## src/rtl/eth_idma_reg_driver.sv

```systemverilog
// eth_idma_reg_driver
//   Drives one eth_idma transfer over a simple register bus: writes the
//   source/destination/length/protocol registers, pulses REQ_VALID, polls
//   RSP_VALID, pulses RSP_READY, and then reports completion.
//
// Ports
//   clk_i, rst_ni          clock, asynchronous active-low reset
//   cmd_valid_i/ready_o    transfer command handshake (ready only in IDLE)
//   cmd_*_i                command fields, captured on acceptance
//   done_valid_o/ready_i   completion handshake; done_error_o = status
//   busy_o                 high whenever not IDLE
//   reg_req_o / reg_rsp_i  register bus initiator request / response

package eth_idma_reg_driver_pkg;
  typedef struct packed {
    logic [7:0]  addr;
    logic        write;
    logic [31:0] wdata;
    logic [3:0]  wstrb;
    logic        valid;
  } reg_req_t;

  typedef struct packed {
    logic [31:0] rdata;
    logic        error;
    logic        ready;
  } reg_rsp_t;
endpackage

module eth_idma_reg_driver #(
  parameter int unsigned             DataWidth    = 32,
  parameter int unsigned             RegAddrWidth = 8,
  parameter logic [RegAddrWidth-1:0] SrcAddrOff   = 'h00,
  parameter logic [RegAddrWidth-1:0] DstAddrOff   = 'h04,
  parameter logic [RegAddrWidth-1:0] LengthOff    = 'h08,
  parameter logic [RegAddrWidth-1:0] SrcProtoOff  = 'h0C,
  parameter logic [RegAddrWidth-1:0] DstProtoOff  = 'h10,
  parameter logic [RegAddrWidth-1:0] ReqValidOff  = 'h14,
  parameter logic [RegAddrWidth-1:0] RspReadyOff  = 'h18,
  parameter logic [RegAddrWidth-1:0] RspValidOff  = 'h1C,
  parameter int unsigned             PollTimeout  = 1024,
  parameter type reg_req_t = eth_idma_reg_driver_pkg::reg_req_t,
  parameter type reg_rsp_t = eth_idma_reg_driver_pkg::reg_rsp_t
) (
  input  logic                 clk_i,
  input  logic                 rst_ni,
  input  logic                 cmd_valid_i,
  output logic                 cmd_ready_o,
  input  logic [DataWidth-1:0] cmd_src_addr_i,
  input  logic [DataWidth-1:0] cmd_dst_addr_i,
  input  logic [DataWidth-1:0] cmd_length_i,
  input  logic [2:0]           cmd_src_proto_i,
  input  logic [2:0]           cmd_dst_proto_i,
  output logic                 done_valid_o,
  input  logic                 done_ready_i,
  output logic                 done_error_o,
  output logic                 busy_o,
  output reg_req_t             reg_req_o,
  input  reg_rsp_t             reg_rsp_i
);

  localparam int unsigned           CntWidth = $clog2(PollTimeout + 1);
  localparam logic [CntWidth-1:0]   CntLast  = CntWidth'(PollTimeout - 1);

  typedef enum logic [3:0] {
    IDLE, WR_SRC, WR_DST, WR_LEN, WR_SPROTO, WR_DPROTO,
    SET_REQV, CLR_REQV, POLL, SET_RSPR, CLR_RSPR, DONE
  } state_e;

  state_e                  state_q, state_d, succ;
  logic [DataWidth-1:0]    src_q, dst_q, len_q;
  logic [2:0]              sproto_q, dproto_q;
  logic [CntWidth-1:0]     poll_cnt_q;
  logic                    err_q;

  logic                    access, is_read;
  logic                    poll_clr, poll_inc, err_set, err_clr;
  logic [RegAddrWidth-1:0] acc_addr;
  logic [DataWidth-1:0]    acc_wdata;

  // Only rdata[0] (RSP_VALID) matters to the poll loop.
  logic unused_rdata;
  assign unused_rdata = ^reg_rsp_i.rdata;

  assign done_error_o = err_q;
  assign busy_o       = (state_q != IDLE);

  // Each access state only selects address/data/successor; the handshake,
  // error abort and poll decisions are shared below so every access obeys
  // the same hold-until-ready rule.
  always_comb begin
    state_d      = state_q;
    reg_req_o    = '0;
    acc_addr     = '0;
    acc_wdata    = '0;
    access       = 1'b1;
    is_read      = 1'b0;
    succ         = IDLE;
    poll_clr     = 1'b0;
    poll_inc     = 1'b0;
    err_set      = 1'b0;
    err_clr      = 1'b0;
    cmd_ready_o  = 1'b0;
    done_valid_o = 1'b0;

    unique case (state_q)
      IDLE: begin
        access      = 1'b0;
        cmd_ready_o = 1'b1;
        if (cmd_valid_i) state_d = WR_SRC;
      end
      WR_SRC:    begin acc_addr = SrcAddrOff;  acc_wdata = src_q;               succ = WR_DST;    end
      WR_DST:    begin acc_addr = DstAddrOff;  acc_wdata = dst_q;               succ = WR_LEN;    end
      WR_LEN:    begin acc_addr = LengthOff;   acc_wdata = len_q;               succ = WR_SPROTO; end
      WR_SPROTO: begin acc_addr = SrcProtoOff; acc_wdata = DataWidth'(sproto_q); succ = WR_DPROTO; end
      WR_DPROTO: begin acc_addr = DstProtoOff; acc_wdata = DataWidth'(dproto_q); succ = SET_REQV;  end
      SET_REQV:  begin acc_addr = ReqValidOff; acc_wdata = DataWidth'(1);       succ = CLR_REQV;  end
      CLR_REQV:  begin acc_addr = ReqValidOff;                                  succ = POLL;      end
      POLL:      begin acc_addr = RspValidOff; is_read = 1'b1;                  succ = SET_RSPR;  end
      SET_RSPR:  begin acc_addr = RspReadyOff; acc_wdata = DataWidth'(1);       succ = CLR_RSPR;  end
      CLR_RSPR:  begin acc_addr = RspReadyOff;                                  succ = DONE;      end
      DONE: begin
        access       = 1'b0;
        done_valid_o = 1'b1;
        if (done_ready_i) begin
          state_d = IDLE;
          err_clr = 1'b1;
        end
      end
      default: begin
        access  = 1'b0;
        state_d = IDLE;
      end
    endcase

    if (access) begin
      reg_req_o.valid = 1'b1;
      reg_req_o.write = !is_read;
      reg_req_o.addr  = acc_addr;
      reg_req_o.wdata = acc_wdata;
      if (!is_read) reg_req_o.wstrb = '1;
      if (reg_rsp_i.ready) begin
        if (reg_rsp_i.error) begin
          err_set = 1'b1;
          state_d = DONE;
        end else if (is_read && !reg_rsp_i.rdata[0]) begin
          if (poll_cnt_q == CntLast) begin
            err_set = 1'b1;
            state_d = DONE;
          end else begin
            poll_inc = 1'b1;
          end
        end else begin
          state_d  = succ;
          poll_clr = (succ == POLL);
        end
      end
    end
  end

  always_ff @(posedge clk_i or negedge rst_ni) begin
    if (!rst_ni) begin
      state_q    <= IDLE;
      src_q      <= '0;
      dst_q      <= '0;
      len_q      <= '0;
      sproto_q   <= '0;
      dproto_q   <= '0;
      poll_cnt_q <= '0;
      err_q      <= 1'b0;
    end else begin
      state_q <= state_d;
      if (state_q == IDLE && cmd_valid_i) begin
        src_q    <= cmd_src_addr_i;
        dst_q    <= cmd_dst_addr_i;
        len_q    <= cmd_length_i;
        sproto_q <= cmd_src_proto_i;
        dproto_q <= cmd_dst_proto_i;
      end
      if (poll_clr)      poll_cnt_q <= '0;
      else if (poll_inc) poll_cnt_q <= poll_cnt_q + CntWidth'(1);
      if (err_set)       err_q <= 1'b1;
      else if (err_clr)  err_q <= 1'b0;
    end
  end

endmodule
```

## config.mk

```make
export PLATFORM = sky130hd
export DESIGN_NAME = eth_idma_reg_driver
export DESIGN_NICKNAME = d
export VERILOG_FILES = /design/src/rtl/eth_idma_reg_driver.sv
export SDC_FILE = /design/constraint.sdc
export NUM_CORES = 1
export LEC_CHECK = 0
export ABC_AREA = 1
export CAP_MARGIN = 20
export CORE_MARGIN = 5
export CORE_UTILIZATION = 40
export CTS_CLUSTER_SIZE = 20
export DETAILED_ROUTE_END_ITERATION = 6
export GPL_TIMING_DRIVEN = 0
export PLACE_DENSITY = 0.71
export SYNTH_ARGS = -nofsm -noshare
export SYNTH_HDL_FRONTEND = slang
export SYNTH_SLANG_ARGS = --single-unit
export TNS_END_PERCENT = 10
```

## constraint.sdc

```tcl
create_clock -name clk_i -period 1.9 [get_ports clk_i]
set_input_delay 0.38 -clock clk_i [delete_from_list [all_inputs] [get_ports clk_i]]
set_output_delay 0.38 -clock clk_i [all_outputs]
set_load 0.03 [all_outputs]
```

==> impl_metrics.toml <==
[run_status]
status = "complete, but fails checks"
violations = "negative setup slack"

[critical_path]
critPathArrivalTime_ps = 1820
crit_slowest_cell = "dfrtp_2"
critPathMaxFanout = 4
crit_type = "register to output port"
crit_chain = "buf_4 -> nor2_4 -> nand2_2 -> inv_2 -> nand2_1 -> nand3_2 -> nand3b_1 -> buf_6"
crit_family = "simple AND/OR/NAND/NOR gates"
start_kind = "register"
worstSetupPathDepth = 8
timing.critical_path.buf_inv = 3
endpoint_kind = "output port"
cpPeakStageDelay_ps = 460
required_ps = 1520
r2r_setup_slack_ps = 60
rr_worst_depth = 9

[power]
power.density_nw_per_um2 = 1540
leakage_nw = 4.66
max-vdd-ir-drop_v = 0.000868

[floorplanning]
start_util_pct = 40.8
rows = 44
core_area_sq_um = 14500
ioPinCount = 190
die_area_sq_um = 17300
die_y_um = 131
die_width_um = 131

[global_route]
antenna_found_initial = 3
track_usage_pct = 21.4
gr-total-overflow = 0
grt_pass1_vias = 5843
grt_max_degree = 92
grt_pass1_wl_um = 29800

[yosys]
synth_largest_area_cell = "dfrtp_1"
synthTopCellsByCount = "nand2_1, nand3_1, dfrtp_1"
synthFlopType = "dfrtp_1"
synthTopCellsByArea = "dfrtp_1, nand2_1, nand3_1"
async_reset_ff_share_pct = 100
synthCells = 800
post-synth-top-count-cell = "nand2_1"
synth_top_area_share_pct = 50.0
synth-seq-cells = 118
synth_area_sq_um = 5900
synth.distinct_cells = 22
ys_warn_count = 0
syn_area_per_cell_sq_um = 7.38
synth_edf_count = 0
seq_area_frac_synth_pct = 50.0

[sta]
relSlewSlack_pct = 63.3
clock.fmax_mhz = 454
rsz0062_at_grt = "true"
fin_ws_ps = -301
fin_crit_sh_pct = 116
skew_ps = 9.36
fin_tns_setup_ps = -11110
worst_pin_slew_ps = 550
slew_violations = 0
period_needed_ps = 2200
hold_viol = 0
setup_viol = 44

[layout]
stdcell_count = 1191
postLayoutCoreUtil_pct = 61.5
multi_input_area_sq_um = 2820
seq_area_sq_um = 2960
fin_nets = 1134
areaGrowthSynthToFinish_pct = 51.0
fillCellCount = 1240
drive_above_1_share_pct = 21.3

[drt]
drcViolationCount = 0
vias_per_cell = 4.99
wirelength_um = 18800
dr_total_vias = 5941
wl_per_cell_um = 15.8
drtIter0Drc = 361
firstDrtPassIters = 5
postRouteAntennaNets = 0

[run]
maxCapViolations = 0

[min_path]
hold_path_class = "input pin to async pin"

[clock_tree]
insertion_delay_ps = 420
cts_max_level = 4
cts.path.max_buffers = 2
clkSinkCount = 118
cts.clk_slew.worst_paths_ps = 60
cts_root_buf = "clkbuf_16"
cts_tree = "yes"
cts_buffers = 17

[placed_design]
place_ws_ps = -780
place_inst = 1142
io_buffers = 153
detailed_place_hpwl_um = 13100
gp_congestion = 0.842
-- path summary, 6_finish.rpt --
check	from	endpoint
hold reg to reg	dst_q[14]	dst_q[14]
setup reg to reg	state_q[1]	src_q[22]
hold / removal	rst_ni	state_q[2]
max in group asynchronous	rst_ni	src_q[30]
min in group clk_i	dst_q[14]	dst_q[14]
setup / recovery	state_q[1]	reg_req_o[5]
-- what timing repair did --
item	CTS	global route
endpoints found under the setup margin	44	65
hold buffers	1	0
gates cloned	4	0
setup buffers	3	8
pin swaps	21	13
endpoints found under the hold margin	27	0
resized for setup	374	44
-- where the power goes --
group          internal, mW  total [mW]  switching [mW]
registers              3.54        4.20           0.664
clock network          1.96        3.25            1.29
logic                  2.68        6.27            3.59
-- cells in the final DEF, fill, tap and decap left out, types with 11 or more instances in the layout --
cell / n
clkbuf_1: 11
clkdlybuf4s50_1: 108
dfrtp_1: 113
nand2_2: 19
nand3_2: 29
inv_1: 21
nor2_1: 20
buf_6: 44
buf_4: 24
nand3_1: 125
nand2_1: 361
buf_2: 17
clkbuf_16: 17
-- worst register-to-register path, stage by stage (launching register included) --
cell and delay, ps:
dfrtp_2 460, buf_4 170, nor2_4 180, nand2_4 130, inv_4 110, nand2_1 90
clkbuf_4 230, clkbuf_4 230, nand2_1 100, nand2_1 50
-- per-layer routing --
| metal | wire (um) | global-route usage (%) |
|---|---|---|
| met3 | 1240 | 6.00 |
| met5 | 14 | 0 |
| met4 | 431 | 7.37 |
| met2 | 9200 | 35.1 |
| met1 | 7950 | 27.2 |
-- registers in the layout, indices dropped and copies added (netlist names) --
| name | flops |
|---|---|
| state_q | 4 |
| done_error_o | 1 |
| dproto_q | 3 |
| len_q | 32 |
| sproto_q | 3 |
| dst_q | 32 |
| src_q | 32 |
| poll_cnt_q | 11 |
-- through the flow --
step                      hold WS [ps]  power (mW)  instance area [sq um]
final                              405        13.7                   8910
after global routing               441        14.5                   8910
after CTS                          405        13.3                   8710
after detailed placement           269        9.37                   7710
after global placement             453        9.28                   7680
after floorplan                   84.4        7.29                   5920
-- cell families after synthesis --
family                   share of synthesized area [%]
adder cells (fa/ha/maj)                          0.212
buffers and inverters                             6.81
flip-flops                                        50.0
AO/OA/AOI/OAI                                     1.40
other                                           0.0636
AND/OR/NAND/NOR                                   41.3
XOR/XNOR                                         0.148
-- cell type report --
type	instances	area share, %
multi-input combinational	601	31.6
tap	184	2.58
clock buffer	17	4.78
buffer	53	4.35
antenna	1	0.0281
clock inverter	15	1.92
inverter	32	1.60
sequential	118	33.2
timing repair buffer	170	19.9
No activity file was read; power rests on OpenSTA's default activity.
